--- src/rtl/router_ctrl.sv ---
// router_ctrl: routes framed packets (header, payload, parity) from a byte
// source into one of three output FIFOs, with source back-pressure and a
// parity check per packet.
// Optional feature: define SOFT_RST_TIMEOUT_EN to enable the per-FIFO
// soft-reset timeout counters. Without it soft_rst is tied low.
module router_ctrl (
    input  logic       clk,
    input  logic       rst,
    input  logic       pkt_valid,
    input  logic [7:0] din,
    input  logic [2:0] fifo_full,
    input  logic [2:0] fifo_empty,
    input  logic [2:0] rd_en,
    output logic [2:0] wr_en,
    output logic [7:0] dout,
    output logic       lfd_state,
    output logic       busy,
    output logic       parity_err,
    output logic [2:0] soft_rst
);

    localparam int unsigned DATA_W = 8;
    localparam int unsigned ADDR_W = 2;
    localparam int unsigned NUM_FIFO = 3;
    localparam logic [ADDR_W-1:0] ADDR_INVALID = 2'd3;

    typedef enum logic [2:0] {
        DECODE       = 3'd0,
        WAIT_EMPTY   = 3'd1,
        LOAD_FIRST   = 3'd2,
        LOAD_DATA    = 3'd3,
        FIFO_FULL    = 3'd4,
        CHECK_PARITY = 3'd5
    } state_e;

    state_e              state_q, state_d;
    logic [ADDR_W-1:0]   addr_q, addr_d;
    logic [DATA_W-1:0]   hdr_q, hdr_d;
    logic [DATA_W-1:0]   parity_q, parity_d;
    logic [DATA_W-1:0]   rx_parity_q, rx_parity_d;

    logic                full_sel;
    logic                empty_sel;
    logic                abort;
    logic                do_write;

    // Pick one bit of a per-FIFO status vector; address 3 never selects a FIFO.
    function automatic logic sel3(input logic [NUM_FIFO-1:0] vec,
                                  input logic [ADDR_W-1:0]   idx);
        logic bit_sel;
        case (idx)
            2'd0:    bit_sel = vec[0];
            2'd1:    bit_sel = vec[1];
            2'd2:    bit_sel = vec[2];
            default: bit_sel = 1'b0;
        endcase
        return bit_sel;
    endfunction

    // One-hot write enable for a FIFO address.
    function automatic logic [NUM_FIFO-1:0] onehot3(input logic [ADDR_W-1:0] idx);
        logic [NUM_FIFO-1:0] oh;
        case (idx)
            2'd0:    oh = 3'b001;
            2'd1:    oh = 3'b010;
            2'd2:    oh = 3'b100;
            default: oh = 3'b000;
        endcase
        return oh;
    endfunction

    // Status of the FIFO addressed by the packet in flight.
    always_comb begin
        full_sel  = sel3(fifo_full, addr_q);
        empty_sel = sel3(fifo_empty, addr_q);
        abort     = 1'b0;
        if (state_q == WAIT_EMPTY || state_q == LOAD_FIRST ||
            state_q == LOAD_DATA  || state_q == FIFO_FULL) begin
            abort = sel3(soft_rst, addr_q);
        end
    end

    // Next-state logic and the zero-latency FIFO write path.
    always_comb begin
        state_d     = state_q;
        addr_d      = addr_q;
        hdr_d       = hdr_q;
        parity_d    = parity_q;
        rx_parity_d = rx_parity_q;
        do_write    = 1'b0;
        wr_en       = '0;
        dout        = '0;
        lfd_state   = 1'b0;
        busy        = 1'b0;
        parity_err  = 1'b0;

        case (state_q)
            DECODE: begin
                if (pkt_valid && (din[1:0] != ADDR_INVALID)) begin
                    addr_d   = din[1:0];
                    hdr_d    = din;
                    parity_d = din;
                    state_d  = sel3(fifo_empty, din[1:0]) ? LOAD_FIRST : WAIT_EMPTY;
                end
            end

            WAIT_EMPTY: begin
                busy = 1'b1;
                if (abort) begin
                    state_d = DECODE;
                end else if (empty_sel) begin
                    state_d = LOAD_FIRST;
                end
            end

            LOAD_FIRST: begin
                busy = 1'b1;
                if (abort) begin
                    state_d = DECODE;
                end else if (!full_sel) begin
                    // Header is held until the FIFO can take it.
                    do_write  = 1'b1;
                    dout      = hdr_q;
                    lfd_state = 1'b1;
                    state_d   = LOAD_DATA;
                end
            end

            LOAD_DATA: begin
                if (abort) begin
                    busy    = 1'b1;
                    state_d = DECODE;
                end else if (full_sel) begin
                    busy    = 1'b1;
                    state_d = FIFO_FULL;
                end else if (pkt_valid) begin
                    do_write = 1'b1;
                    dout     = din;
                    parity_d = parity_q ^ din;
                end else begin
                    // Low pkt_valid marks the parity byte; it is forwarded too.
                    do_write    = 1'b1;
                    dout        = din;
                    rx_parity_d = din;
                    state_d     = CHECK_PARITY;
                end
            end

            FIFO_FULL: begin
                busy = 1'b1;
                if (abort) begin
                    state_d = DECODE;
                end else if (!full_sel) begin
                    state_d = LOAD_DATA;
                end
            end

            CHECK_PARITY: begin
                busy       = 1'b1;
                parity_err = (parity_q != rx_parity_q);
                state_d    = DECODE;
            end

            default: begin
                state_d = DECODE;
            end
        endcase

        if (do_write) begin
            wr_en = onehot3(addr_q);
        end
    end

    // FSM and packet context registers.
    always_ff @(posedge clk) begin
        if (!rst) begin
            state_q     <= DECODE;
            addr_q      <= '0;
            hdr_q       <= '0;
            parity_q    <= '0;
            rx_parity_q <= '0;
        end else begin
            state_q     <= state_d;
            addr_q      <= addr_d;
            hdr_q       <= hdr_d;
            parity_q    <= parity_d;
            rx_parity_q <= rx_parity_d;
        end
    end

`ifdef SOFT_RST_TIMEOUT_EN
    localparam int unsigned TMO_W      = 5;
    localparam int unsigned TMO_CYCLES = 30;

    logic [TMO_W-1:0]    tmo_cnt_q [NUM_FIFO];
    logic [TMO_W-1:0]    tmo_cnt_d [NUM_FIFO];
    logic [NUM_FIFO-1:0] soft_rst_q, soft_rst_d;

    // Count cycles a FIFO holds data nobody reads; fire a soft reset at the limit.
    always_comb begin
        for (int unsigned i = 0; i < NUM_FIFO; i++) begin
            tmo_cnt_d[i]  = '0;
            soft_rst_d[i] = 1'b0;
            if (!fifo_empty[i] && !rd_en[i]) begin
                if (tmo_cnt_q[i] == TMO_W'(TMO_CYCLES - 1)) begin
                    soft_rst_d[i] = 1'b1;
                end else begin
                    tmo_cnt_d[i] = tmo_cnt_q[i] + TMO_W'(1);
                end
            end
        end
    end

    // Timeout counter and soft-reset pulse registers.
    always_ff @(posedge clk) begin
        if (!rst) begin
            for (int unsigned i = 0; i < NUM_FIFO; i++) begin
                tmo_cnt_q[i] <= '0;
            end
            soft_rst_q <= '0;
        end else begin
            for (int unsigned i = 0; i < NUM_FIFO; i++) begin
                tmo_cnt_q[i] <= tmo_cnt_d[i];
            end
            soft_rst_q <= soft_rst_d;
        end
    end

    assign soft_rst = soft_rst_q;
`else
    logic unused_rd_en;

    // Read strobes only feed the timeout counters, which are absent here.
    assign unused_rd_en = ^rd_en;
    assign soft_rst     = '0;
`endif

endmodule

--- config.mk ---
export PLATFORM = sky130hd
export DESIGN_NAME = router_ctrl
export DESIGN_NICKNAME = d
export VERILOG_FILES = /design/src/rtl/router_ctrl.sv
export SDC_FILE = /design/constraint.sdc
export NUM_CORES = 1
export LEC_CHECK = 0
export CORE_ASPECT_RATIO = 0.6
export CORE_MARGIN = 3
export CORE_UTILIZATION = 50
export CTS_CLUSTER_SIZE = 8
export DETAILED_ROUTE_END_ITERATION = 10
export GPL_TIMING_DRIVEN = 0
export PLACE_DENSITY = 0.79
export SLEW_MARGIN = 5
export SYNTH_ARGS = -nofsm -noshare
export SYNTH_HDL_FRONTEND = slang
export SYNTH_SLANG_ARGS = --single-unit
--- constraint.sdc ---
create_clock -name clk -period 2.05 [get_ports clk]
set_input_delay 0.41 -clock clk [delete_from_list [all_inputs] [get_ports clk]]
set_output_delay 0.41 -clock clk [all_outputs]
set_load 0.1 [all_outputs]
**Yosys cells after proc, flatten, opt, wreduce, memory -nomap -nowiden**

Cells that the tools add are included.

- $add $sub $neg: 0
- Multipliers: 0
- Divide/modulo/power cells: 0
- $lt $le $gt $ge: 0
- Eq/ne operators: 17
- Shift-type cells: 0
- Multiplexer cells: 27
- Bitwise gates (word level): 3
- Reductions and logical operators: 12

Operator list:

| kind | number |
|---|---|
| 8-bit two-way mux | 5 |
| 8-bit case mux with 2 select lines | 2 |
| 3-bit two-way mux | 6 |
| 2-bit inequality test (second input constant) | 6 |
| 3-bit case mux with 4 select lines | 1 |
| 1-bit case mux with 3 select lines | 3 |
| 3-bit case mux with 3 select lines | 1 |
| 8-bit inequality test | 1 |
| 4-bit AND reduction | 2 |
| 8-bit bitwise XOR | 1 |
| 1-bit two-way mux | 7 |
| 3-bit by 2-bit equality test with 1-bit output (second input constant) | 2 |
| 3-bit equality test (second input constant) | 2 |
| 2-bit by 1-bit equality test with 1-bit output (second input constant) | 2 |
| 2-bit equality test (second input constant) | 2 |
| 2-bit logical NOT | 2 |
| 2-bit OR reduction | 2 |
| 4-bit OR reduction | 1 |
| 3-bit by 1-bit equality test with 1-bit output (second input constant) | 1 |
| 3-bit logical NOT | 1 |
| 3-bit inequality test (second input constant) | 1 |
| 3-bit AND reduction | 1 |
| 2-bit two-way mux | 1 |
| 1-bit NOT | 2 |
| other kinds (4) | 4 |

- Register bits after elaboration: 29
- Bits in latches: 0
- Memory bits (writable): 0
- Bits in read-only memories: 0
- Input port bits: 20
- Output and inout bits: 17
- Word-level logic and storage cells: 64
- Memories kept: 0

**Logic depth before layout (Yosys ltp)**

- Word-level depth: 7
- Gate-level depth with buffers: 7
- Depth with buffers taken out: 4

**Worst setup path before layout**

OpenSTA, ideal clock, no wires.

- Path type: register to output
- Start point: register state_q[1]
- End point: output wr_en[1]
- Arrival time: 3.932 ns
- Required time: 1.640 ns
- Path slack: -2.292 ns
- Cell stages (with the launch flop): 4
- Cell sequence: dfxtp_1 > clkbuf_1 > nand2_1 > nor4b_1

- Longest elaborated chain between the ends: 4

Ends and longest elaborated chain:

| item | line | text |
|---|---|---|
| start: declaration | 36 | `state_e state_q, state_d;` |
| start signal: assignment | 183 | `state_q <= state_d;` |
| 3-bit by 2-bit equality test with 1-bit output | 97 | `case (state_q)` |
| 2-bit OR reduction (no line) * | n/a |  |
| 1-bit two-way mux * | n/a |  |
| 3-bit two-way mux * | 169 | `if (do_write) begin` |
| end: declaration | 14 | `output logic [2:0] wr_en,` |

Every way passes the cells marked *; elsewhere a longest branch is shown, timed or not.

**Worst setup path after layout**

- Start point: register addr_q[0]
- End point: output dout[2]

- Longest elaborated chain between the ends: 4

Ends and longest elaborated chain:

| item | line | text |
|---|---|---|
| start: declaration | 37 | `logic [ADDR_W-1:0] addr_q, addr_d;` |
| start signal: assignment | 184 | `addr_q <= addr_d;` |
| 2-bit equality test, or another cell as far along | 51 | `case (idx)` |
| 1-bit case mux with 3 select lines * | 51 |  |
| 8-bit two-way mux, on equally long branches | 133, 120 |  |
| 8-bit case mux with 2 select lines * | 97 |  |
| end: declaration | 15 | `output logic [7:0] dout,` |

Marks and branches as above.

==> results.txt <==
status - finished, violations left
violated checks - negative setup slack
worst hold slack - 0.479 ns
count of maximum capacitance violations - 0
share of async-settable or async-resettable flops after synthesis - 0
# port buffers - 28
Hold Path Class - in2reg
pin count of the biggest net entering global routing - 16
final setup margin - -0.363 ns
layout cell share with drive strength beyond 1 - 0.299
post-layout instance count excluding filler cells - 296
antenna fix cells - 0
largest family of logic cells by synthesized area - compound AO/OA/AOI/OAI gates
measured slew at the worst slew-check pin - 0.728 ns
detailed placement HPWL - 3810 um
fraction of the yosys area taken by sequential cells - 0.313
dominant synthesized flop cell - dfxtp_1
worst supply voltage drop on vdd - 1.30 mV
headroom to the max-slew limit - 0.513
starting density of the core - 0.560
clock latency at the later pin of the worst-skew pair - 0.28 ns
fraction of the mapped netlist area in compound gates - 0.305
critical path class - reg2out
layout-stage area growth over the synthesis result - 48.8%
number of buffers inserted during clock tree synthesis - 3
Pre-antenna DRT Iters - 5
achievable frequency - 414 MHz
Design Power - 2.76 mW
setup TNS - -3.29 ns
top-count cell post-synth - dfxtp_1
summed instance area of the synthesized netlist - 0.00172 mm2
number of library cell types mapped by synthesis - 43
largest area contributor in the synthesized netlist - dfxtp_1
number of flops mapped to enable cells by yosys - 0
# H-tree levels - 1
DIE HEIGHT - 51.5 um
Hold-fix buffers, CTS - 0
final design utilization - 0.833
total wire length - 6100 um
Placer Congestion - 0.855
Synth Register Bits - 27
Design Area, Final - 0.00256 mm2
std cell rows - 15
required time reported for the critical path endpoint - 1.64 ns
number of setup violations in the final report - 10
synth top area cells - dfxtp_1, mux2i_1, a31oi_1
TritonCTS clock tree - yes
warnings from Yosys - 0
synth cell count leaders - dfxtp_1, nand2_1, a31oi_1, a21oi_1, o21ai_0
xor and xnor area share after synthesis - 0.0406
drt initial violations - 203
CP Capture Type - output port
I/O pin count - 37
wire length of the first global-routing pass - 9290 um
proportion of netlist area held by the largest area contributor - 0.313
initial antenna violation count - 0
share of synthesized area spent on multiplexers - 0.0726
largest driver fanout on the critical path - 5
horizontal extent of the die - 81.8 um
final number of hold-violating endpoints - 0
die footprint - 0.00421 mm2
area share of and/or/nand/nor cells after synthesis - 0.195
routed via count - 1973
final period demand of the worst path - 2.41 ns
Static Leak - 1.06 nW
clock transition time at the flip-flop clock pins of the worst setup and hold paths - 0.10 ns
Gate Count Post-Synth - 206
Post-Place Cell Area - 0.00224 mm2
maximum buffer depth of the clock tree - 2
Final period util - 1.18
synthesized area per cell - 8.37 um2
data arrival time of the worst path - 2.00 ns
setup repair after global routing missed its margin - true
layout net count - 275
worst setup skew after layout - 0.0113 ns
total global routing overflow - 0
post-placement setup slack - -1.75 ns
vias in the first global route - 1867
Placed Instances - 278
startpoint type of the worst setup path - flop
routed vias/inst - 6.67
number of max-slew violations in the final report - 0
cell at the root of the clock tree - clkbuf_8
DRC violations left - 0
overall fraction of global-route tracks in use - 0.292
total power divided by cell area - 1080 mW/mm2
total clock sinks - 27
Synth Area in Adders - 0
antenna viol nets, final - 0
post-DR wirelength/cell - 20.6 um
area of the placeable core - 0.00308 mm2
[power by group]
part           internal [mW]  leakage (nW)  switching (mW)  total [mW]
clock network          0.137        0.0255           0.173       0.309
logic                  0.681         0.810            1.04        1.72
registers              0.622         0.221           0.104       0.726
[final timing paths]
check / slack [ns] / start / cells past startpoint / to
max: -0.36 / addr_q[0] / 8 / dout[2]
min: 0.48 / din[0] / 3 / addr_q[0]
max reg2reg: 0.11 / state_q[0] / 6 / rx_parity_q[5]
min reg2reg: 0.49 / hdr_q[2] / 2 / hdr_q[2]
[sequential cells by signal (all words and copies together) (netlist names)]
| register | cells |
|---|---|
| addr_q | 1 |
| state_q | 3 |
| rx_parity_q | 8 |
| hdr_q | 7 |
| parity_q | 8 |
[what timing repair did]
item | in CTS | in global routing
gates cloned | 1 | 0
endpoints found under the setup margin | 24 | 22
endpoints found under the hold margin | 0 | 0
pin swaps | 2 | 1
resized for setup | 123 | 9
setup buffers | 10 | 3
[worst max-delay path, stage by stage (launching register included)]
cell	delay, ns
dfxtp_2	0.36
buf_8	0.12
mux2_4	0.33
a21boi_4	0.14
nor3b_4	0.19
buf_6	0.15
buf_12	0.12
a22o_4	0.14
buf_12	0.17
[logic make-up (layout without fill, tap and decap cells)]
logic type,after synthesis,in the layout
xor gates and xnor gates,8,8
AOI/OAI and AO/OA,72,72
and+or+nand+nor,62,62
DFF,27,27
buffers and inverters,24,70
muxes,12,12
other,1,3
[area by class of cell]
class | instances | area [um2]
plain buffers | 19 | 131
flip-flops and latches | 27 | 544
repair buffers | 42 | 524
clock buffers | 3 | 41.3
fillers | 174 | 513
multi-input cells | 157 | 1240
clock inverters | 1 | 5.00
well taps | 42 | 52.6
inverters | 5 | 23.8
[placed cells by master, fill, tap and decap left out, types with 2 or more instances in the layout]
master and instances:
buf_2 5, clkbuf_1 3, dfxtp_1 24, buf_6 2
nand3b_1 5, nor4_1 2, nand2_1 19, o211ai_1 9
o21ai_0 12, dfxtp_2 3, dlygate4sd2_1 3, nor3b_1 8
o2111ai_1 2, nand3_1 8, clkbuf_2 3, a31oi_1 16
a21oi_1 10, clkbuf_8 5, nor2_1 10, nor4_4 3
conb_1 3, buf_4 17, a22o_4 8, mux2i_1 10
xor2_1 8, a21oi_4 2, inv_1 3, clkdlybuf4s50_1 11
buf_12 12
[routing by layer]
layer / routed length (um) / track usage
met1: 2510 / 0.385
met2: 2800 / 0.477
met3: 611 / 0.0634
met4: 175 / 0.0829
met5: 0 / 0
Power figures use the tool's default switching activity.
